===== config.mk =====
export PLATFORM = sky130hd
export DESIGN_NAME = shadowmask_loader_flat
export DESIGN_NICKNAME = d
export VERILOG_FILES = /design/src/rtl/shadowmask_loader_if.sv /design/src/rtl/shadowmask_loader.sv /design/src/flat_wrapper.sv
export SDC_FILE = /design/constraint.sdc
export NUM_CORES = 1
export LEC_CHECK = 0
export CAP_MARGIN = 0
export CELL_PAD_IN_SITES_DETAIL_PLACEMENT = 1
export CELL_PAD_IN_SITES_GLOBAL_PLACEMENT = 2
export CORE_MARGIN = 2
export CORE_UTILIZATION = 36
export CTS_CLUSTER_SIZE = 30
export DETAILED_ROUTE_END_ITERATION = 12
export PLACE_DENSITY = 0.91
export SETUP_SLACK_MARGIN = 0.02
export SLEW_MARGIN = 10
export SYNTH_ARGS = -nofsm -noshare
export SYNTH_HDL_FRONTEND = slang
export SYNTH_SLANG_ARGS = --single-unit

===== constraint.sdc =====
create_clock -name clk_sys -period 4.7 [get_ports clk_sys]
set_input_delay 0.47 -clock clk_sys [delete_from_list [all_inputs] [get_ports clk_sys]]
set_output_delay 0.47 -clock clk_sys [all_outputs]
set_load 0.005 [all_outputs]

===== src/rtl/shadowmask_loader_if.sv =====
// Pattern-memory read port and shadow-mask config write port of shadowmask_loader.
interface shadowmask_loader_if #(
    parameter int SEL_W = 1
);
    // rom_data is valid the cycle after rom_addr is presented; mask_wr is a one-cycle
    // strobe qualifying mask_data, and the shadow-mask stage always accepts it.
    logic [SEL_W+8:0] rom_addr;
    logic [15:0]      rom_data;
    logic             mask_wr;
    logic [15:0]      mask_data;

    modport master (output rom_addr, output mask_wr, output mask_data, input rom_data);
    modport slave  (input rom_addr, input mask_wr, input mask_data, output rom_data);
endinterface


===== src/rtl/shadowmask_loader.sv =====
// Replays a stored shadow-mask pattern as RST, VMAX, HMAX and 16 ENTRY words per row.
// Optional header magic check: define SHADOWMASK_LOADER_MAGIC_EN.
module shadowmask_loader #(
    parameter int SEL_W  = 1,
    parameter int WR_GAP = 0
) (
    input  logic                clk_sys,
    input  logic                reset,
    input  logic                start,
    input  logic [SEL_W-1:0]    mask_sel,
    shadowmask_loader_if.master bus,
    output logic                busy,
    output logic                done,
    output logic                err,
    output logic [3:0]          state_dbg
);
    typedef enum logic [3:0] {
        IDLE, HDR_RD, HDR_WAIT, SEND_RST, SEND_V, SEND_H,
        ENT_RD, ENT_WR, PAD_WR, GAP, FIN
    } state_t;

    localparam logic [7:0] GAP_LAST = 8'((WR_GAP > 0) ? WR_GAP - 1 : 0);

    state_t           state, state_next, follow, ret_d, ret_q;
    logic [SEL_W-1:0] sel_q;
    logic [8:0]       offset;
    logic [3:0]       vmax_q, hmax_q, h, v, h_inc;
    logic [7:0]       gap_cnt;
    logic             wr_state, last, issue_rd, hdr_bad;
    logic [15:0]      wr_word;
    logic             unused_hdr;

    assign state_dbg  = state;
    assign unused_hdr = ^bus.rom_data[15:11];

`ifdef SHADOWMASK_LOADER_MAGIC_EN
    assign hdr_bad = (bus.rom_data[15:8] != 8'hA5);
`else
    assign hdr_bad = 1'b0;
`endif

    always_ff @(posedge clk_sys or posedge reset) begin
        if (reset) state <= IDLE;
        else       state <= state_next;
    end

    always_comb begin
        h_inc      = h + 4'd1;
        last       = (h == 4'hF) && (v == vmax_q);
        wr_state   = 1'b0;
        follow     = IDLE;
        wr_word    = 16'h0000;
        state_next = state;
        case (state)
            SEND_RST: begin wr_state = 1'b1; follow = SEND_V; end
            SEND_V: begin
                wr_state = 1'b1;
                follow   = SEND_H;
                wr_word  = {3'b001, 9'b0, vmax_q};
            end
            SEND_H: begin
                wr_state = 1'b1;
                follow   = ENT_RD;
                wr_word  = {3'b010, 9'b0, hmax_q};
            end
            ENT_WR, PAD_WR: begin
                wr_state = 1'b1;
                wr_word  = (state == ENT_WR) ? {5'b01100, bus.rom_data[10:0]} : 16'h6000;
                // After h wraps to 0 the new row always starts with a stored entry.
                if (last)                 follow = FIN;
                else if (h_inc <= hmax_q) follow = ENT_RD;
                else                      follow = PAD_WR;
            end
            default: ;
        endcase
        issue_rd = wr_state && (follow == ENT_RD);
        // With a gap the read overlaps the idle cycles, so resume at the write.
        ret_d    = (follow == ENT_RD) ? ENT_WR : follow;

        case (state)
            IDLE:     if (start) state_next = HDR_RD;
            HDR_RD:   state_next = HDR_WAIT;
            HDR_WAIT: state_next = hdr_bad ? FIN : SEND_RST;
            ENT_RD:   state_next = ENT_WR;
            GAP:      if (gap_cnt == GAP_LAST) state_next = ret_q;
            FIN:      state_next = IDLE;
            default:  if (wr_state) state_next = (WR_GAP > 0) ? GAP : follow;
        endcase
    end

    always_ff @(posedge clk_sys or posedge reset) begin
        if (reset) begin
            bus.rom_addr  <= '0;
            bus.mask_wr   <= 1'b0;
            bus.mask_data <= 16'h0000;
            busy          <= 1'b0;
            done          <= 1'b0;
            sel_q         <= '0;
            offset        <= 9'd0;
            vmax_q        <= 4'd0;
            hmax_q        <= 4'd0;
            h             <= 4'd0;
            v             <= 4'd0;
            gap_cnt       <= 8'd0;
            ret_q         <= IDLE;
        end else begin
            bus.mask_wr <= 1'b0;
            done        <= 1'b0;
            if (state == IDLE && start) begin
                busy         <= 1'b1;
                sel_q        <= mask_sel;
                bus.rom_addr <= {mask_sel, 9'd0};
                offset       <= 9'd1;
                h            <= 4'd0;
                v            <= 4'd0;
            end
            if (state == HDR_WAIT) begin
                vmax_q <= bus.rom_data[3:0];
                hmax_q <= bus.rom_data[7:4];
            end
            if (wr_state) begin
                bus.mask_wr   <= 1'b1;
                bus.mask_data <= wr_word;
                ret_q         <= ret_d;
                gap_cnt       <= 8'd0;
            end
            if (state == ENT_WR || state == PAD_WR) begin
                h <= h_inc;
                if (h == 4'hF) v <= v + 4'd1;
            end
            if (state == GAP) gap_cnt <= gap_cnt + 8'd1;
            // Offset only advances on real-entry reads; 256 entries end at offset 256.
            if (issue_rd) begin
                bus.rom_addr <= {sel_q, offset};
                offset       <= offset + 9'd1;
            end
            if (state == FIN) begin
                done <= 1'b1;
                busy <= 1'b0;
            end
        end
    end

`ifdef SHADOWMASK_LOADER_MAGIC_EN
    always_ff @(posedge clk_sys or posedge reset) begin
        if (reset)                         err <= 1'b0;
        else if (state == IDLE && start)   err <= 1'b0;
        else if (state == HDR_WAIT && hdr_bad) err <= 1'b1;
    end
`else
    assign err = 1'b0;
`endif
endmodule


===== src/flat_wrapper.sv =====
// flat-port wrapper written by rule: the top's interface ports become plain ports
module shadowmask_loader_flat 
#(
    parameter int SEL_W  = 1,
    parameter int WR_GAP = 0
)
  (clk_sys, reset, start, mask_sel, busy, done, err, state_dbg, bus_rom_addr, bus_mask_wr, bus_mask_data, bus_rom_data);
  shadowmask_loader_if #(.SEL_W(SEL_W)) bus_i ();
  input  logic clk_sys;
  input  logic reset;
  input  logic start;
  input  logic [SEL_W-1:0] mask_sel;
  output logic busy;
  output logic done;
  output logic err;
  output logic [3:0] state_dbg;
  output wire logic [$bits(bus_i.rom_addr)-1:0] bus_rom_addr;
  output wire logic [$bits(bus_i.mask_wr)-1:0] bus_mask_wr;
  output wire logic [$bits(bus_i.mask_data)-1:0] bus_mask_data;
  input wire logic [$bits(bus_i.rom_data)-1:0] bus_rom_data;
  assign bus_rom_addr = bus_i.rom_addr;
  assign bus_mask_wr = bus_i.mask_wr;
  assign bus_mask_data = bus_i.mask_data;
  assign bus_i.rom_data = bus_rom_data;
  shadowmask_loader #(.SEL_W(SEL_W), .WR_GAP(WR_GAP)) u_core (.clk_sys(clk_sys), .reset(reset), .start(start), .mask_sel(mask_sel), .bus(bus_i), .busy(busy), .done(done), .err(err), .state_dbg(state_dbg));
endmodule

# == Word level (Yosys, flattened, before mapping) ==
# Cells that the tools add are included.
# word_totals
output_inout_bits,34
inputBits,20
wordCells,74
ff_bits,71
# op_classes
order_cmp,1
reduce_logical,14
mux,26
n_addsub,4
n_eq_ne,15
# ops
op,n
case mux 16 bit (3 select lines),1
2-to-1 mux 4 bit,11
case mux 4 bit (6 select lines),1
"equality test 4 x 3 -> 1 bit, second input constant",5
2-to-1 mux 10 bit,2
2-to-1 mux 9 bit,2
"equality test 4 bit, second input constant",4
2-to-1 mux 8 bit,2
case mux 4 bit (4 select lines),1
2-to-1 mux 11 bit,1
"adder 9 x 1 -> 9 bit, second input constant",1
"adder 4 x 1 -> 4 bit, second input constant",2
"adder 8 x 1 -> 8 bit, second input constant",1
"equality test 4 x 2 -> 1 bit, second input constant",2
zero test 8 bit,1
nonzero test 2 bit,4
nonzero test 7 bit,1
2-to-1 mux 1 bit,5
OR reduction 5 bit,1
"equality test 4 x 1 -> 1 bit, second input constant",1
equality test 4 bit,1
<= comparator 4 bit,1
zero test 4 bit,1
logical AND 1 bit,3
5 further kinds,5

# == Depth between registers and ports, before layout ==
# logic_depth
depth_word,8
mapped_depth,10
depth_no_buf,9

# == Least setup slack after synthesis ==
# No wires, ideal clock.
# synth_path
path_type,register to register
start,reg u_core.h[0]
end,reg u_core.offset[8]
t_arrival_ps,2295
required_ps,4596
path_slack_ps,2301
period_less_slack_ps,2399
path_buffers,1
stages_incl_launch_ff,11
setup_time_ps,104
path_cell_list,dfrtp_1 -> ha_1 -> xor2_1 -> ha_1 -> and4_1 -> a21oi_1 -> or2_1 -> buf_6 -> o21ai_2 -> a211o_1 -> o311ai_1
# synth_via
elab_chain_cells,8
word_cells_on_any_way,11
cone_classes,1 x add/sub; 1 x order compare; 2 x eq/ne; 4 x mux; 3 x reduce/logical
# synth_lines
element,line_no,text
"start, declared",shadowmask_loader.sv:27,"logic [3:0] vmax_q, hmax_q, h, v, h_inc;"
"start signal, assigned",shadowmask_loader.sv:128,h <= h_inc;
adder 4 x 1 -> 4 bit,shadowmask_loader.sv:48,h_inc = h + 4'd1;
<= comparator 4 bit,shadowmask_loader.sv:71,else if (h_inc <= hmax_q) follow = ENT_RD;
2-to-1 mux 4 bit,shadowmask_loader.sv:71,
2-to-1 mux 4 bit *,shadowmask_loader.sv:70,if (last) follow = FIN;
case mux 4 bit (4 select lines) *,shadowmask_loader.sv:54,case (state)
equality test 4 x 3 -> 1 bit *,shadowmask_loader.sv:76,issue_rd = wr_state && (follow == ENT_RD);
logical AND 1 bit *,shadowmask_loader.sv:76,
2-to-1 mux 9 bit or nonzero test 2 bit (tied branches),-,
"end signal, assigned",shadowmask_loader.sv:135,offset <= offset + 9'd1;
"end, declared",shadowmask_loader.sv:26,logic [8:0] offset;
# Mark *: on every way between the ends. The rest lies on a longest branch, timed or not.
# A chain may end at the register's enable or synchronous reset.

# == Worst setup path in the final report ==
# layout_path
start,reg u_core.h[0]
end,reg u_core.offset[4]
# Same word-level chain as after synthesis.

==> results by group <==
Run status
  – Outcome: finished clean

Final layout
  – Nets: approximately 440
  – ANT cells: 0
  – Syn-to-layout area delta: 18.40%
  – Fillcell total: about 1.1k
  – Post-route cell area: 4219 um^2
  – Proportion of layout cells with a drive suffix above 1: 9.976%

Detailed routing
  – Residual DRC: 0
  – Wire per inst: roughly 16 um
  – Total number of vias: around 2.8k
  – Iteration-0 DRC Markers: ~110
  – Antenna-violating nets left: 0
  – TritonRoute pass-1 iters: 4
  – Via/cell ratio: 5.235
  – Total Wirelength: approximately 8900 um

STA
  – Post-route minimum period: 2.937 ns
  – Rel. slew slack: a little under two fifths
  – Clock Skews: 0.01195 ns
  – Final setup viols: 0
  – Final setup TNS: 0 ns
  – Slew @ Worst Pin: between 0.9 and 1 ns
  – Unrepaired setup endpoints after global routing: false
  – Worst hold slack: about 0.49 ns
  – Achievable Freq: 340.4 MHz
  – Final period util: 62.50%
  – Max Slew Vio Count: 0
  – Final Hold Viols: 0

Logic synthesis
  – Number of distinct library cells after synthesis: 57
  – Synth Register Bits: between 60 and 70
  – Yosys warning total: 0
  – Post-synthesis sequential area ratio: a little under half
  – Ranking of synthesized cells by area: dfrtp_1 48%, nand2_1 6.0%, o21ai_0 5.2%
  – Post-Syn Area: 3563 um^2
  – Avg Inst Size Synth: around 9.6 um^2
  – Ys async rst share: 100.0%
  – EDFF count, synth: 0
  – Share of the synthesized area in the top cell type: between 40% and 50%
  – Post-synth top area cell: dfrtp_1
  – Top_reg_cell synth: dfrtp_1
  – Synth Instances: 370

Clock tree
  – Clk_lat worst skew: ~0.35 ns
  – H-tree depth: 3
  – Resized Gates After CTS: 0
  – Worst-path clk slew: roughly 0.07 ns
  – Hold-fix buffers at CTS: 0
  – Post-CTS Setup Bufs: 0
  – TritonCTS clock tree: built
  – Number of CTS-inserted buffers: 9
  – Clock sinks: 68
  – CTS root buf: clkbuf_8
  – CTS Buffer Depth: 2

Die
  – Die W: around 100 um
  – Die Area: ~11000 um^2
  – Num rows: 36
  – Die Y: between 100 and 150 um
  – Total core area: about 9700 um^2
  – I/O pins: 54
  – Initial Util: roughly 37%

Critical path
  – Data arrival time of the critical path: 3.13 ns
  – CP endpoint kind: register
  – CP Max Fanout: 14
  – Worst Path Required: between 4 and 5 ns
  – Critical path type: register to register
  – Critical path startpoint category: register

Place
  – GPL Wtd Cong: slightly below 0.8
  – Post-Place Cell Area: between 4000 and 5000 um^2
  – Port Buffer Count: 44
  – Dpl hpwl: 6322 um

Pwr
  – PD cells: approximately 670 nW/um^2
  – Net Sw Frac: between 40% and 50%
  – Power share of the sequential group: about two fifths
  – Share of total power in combinational logic: between 40% and 50%
  – P_int: 1.625 mW
  – Maximum vdd drop: between 0.0002 and 0.00025 V
  – Clk pwr share: 15.9%
  – LEAKAGE: 1.890 nW
  – P_sw: ~1.2 mW

Global routing
  – Vias in the first global route: 2909
  – First-pass GRT wire length: 14830 um
  – Met2 Use GR: approximately 29%
  – GR Overflow Total: 0
  – Largest net degree at the start of global routing: 41
  – Busiest layer in global routing: met2
  – Initial antenna violation count: 0
  – GRT Util Overall: a little under a fifth
  – Met1 Resource Use GR: 24.73%
  – M3 GR Usage: 2.823%

Hold path
  – Worst min path class: register to register

Flow run
  – Maxcap violations: 0
-- synthesized netlist by cell type (3+ instances only) --
cell / number
a21oi_1: 17
a22o_1: 9
a22oi_1: 6
and3_1: 3
buf_2: 4
buf_4: 5
buf_6: 3
clkbuf_1: 7
dfrtp_1: 68
ha_1: 9
inv_1: 15
mux2_2: 6
nand2_1: 57
nand3_1: 25
nor2_1: 24
nor2b_1: 4
o21ai_0: 37
o31ai_1: 3
xnor2_1: 6
xor2_1: 8
-- power by group through the flow --
stage / Sequential (mW) / Clock (mW) / Combinational [mW]
floorplan: 0.970 / 0 / 0.987
global placement: 1.08 / 0 / 1.25
detailed placement: 1.10 / 0 / 1.30
CTS: 1.09 / 0.465 / 1.31
global route: 1.12 / 0.487 / 1.45
finish: 1.09 / 0.448 / 1.29
-- routing by layer --
metal | up-vias | share of wire (%)
li1 | 1368 | -
met1 | 1417 | 46
met2 | 49 | 49
met3 | 14 | 2.8
met4 | 0 | 1.9
met5 | - | 0
-- final cells by class --
class / count / area, um^2 / area share [%]
repair buffers: 45 / 447.9 / 10.62
clock buffers: 12 / 165.2 / 3.915
inverters: 16 / 60.06 / 1.423
flip-flops and latches: 68 / 1702 / 40.33
clock inverters: 2 / 10.01 / 0.2372
multi-input cells: 268 / 1668 / 39.53
well taps: 133 / 166.4 / 3.944
-- cells in the final DEF (no fill, tap or decap), drive strengths merged, types with 3 or more instances in the layout --
cell and instances:
clkbuf 12, o21ai 41, inv 16, nor3 4
nand3 25, xnor2 6, ha 9, mux2 6
conb 4, a22oi 7, a21oi 19, xor2 8
clkdlybuf4s50 44, nor2b 5, nand2b 3, o221ai 3
and3 4, dfrtp 68, nand2 57, nor2 26
a22o 9, o31ai 4
-- stage by stage --
step	utilization [%]	setup WS [ns]	total power [mW]	instances
finish	43.57	1.763	2.827	544
global route	43.57	1.529	3.064	544
CTS	43.57	1.748	2.861	544
detailed placement	41.76	1.784	2.398	530
global placement	41.76	1.900	2.326	530
floorplan	-	2.301	1.957	373
-- path summary, 6_finish.rpt --
path | startpoint | endpoint | slack (ns) | cells past startpoint
max in group asynchronous | reset | u_core.vmax_q[1] | 3.17 | 3
worst min-delay path | u_core.gap_cnt[7] | u_core.gap_cnt[7] | 0.49 | 1
worst max register to register | u_core.h[0] | u_core.offset[4] | 1.76 | 8
worst min register to register | u_core.gap_cnt[7] | u_core.gap_cnt[7] | 0.49 | 1
worst max-delay path | u_core.h[0] | u_core.offset[4] | 1.76 | 8
min in group asynchronous | reset | u_core.gap_cnt[0] | 0.62 | 2
-- registers in the layout, summed over array words and instances (netlist names) --
signal / flops
u_core.state_dbg: 4
u_core.busy: 1
u_core.vmax_q: 4
u_core.h: 4
u_core.bus.mask_wr: 1
u_core.bus.mask_data: 13
u_core.ret_q: 4
u_core.bus.rom_addr: 10
u_core.hmax_q: 4
u_core.v: 4
u_core.sel_q: 1
u_core.done: 1
u_core.gap_cnt: 8
u_core.offset: 9
-- logic make-up after synthesis --
| kind of cell | share of synthesized area (%) |
|---|---|
| muxes | 2.458 |
| AOI/OAI and AO/OA | 19.56 |
| xor gates and xnor gates | 3.441 |
| adders and majority gates | 3.160 |
| other | 0.1052 |
| buffers and inverters | 5.759 |
| and+or+nand+nor | 17.77 |
| DFF | 47.75 |
-- critical path, stage by stage, from the launching register on --
cell and delay, ns:
dfrtp_1 0.43, ha_1 0.27, xor2_1 0.18, ha_1 0.30, and4_1 0.21, a21oi_1 0.46, o31ai_4 0.17, a21oi_2 0.55
o21ai_0 0.20
Power figures use the tool's default switching activity.
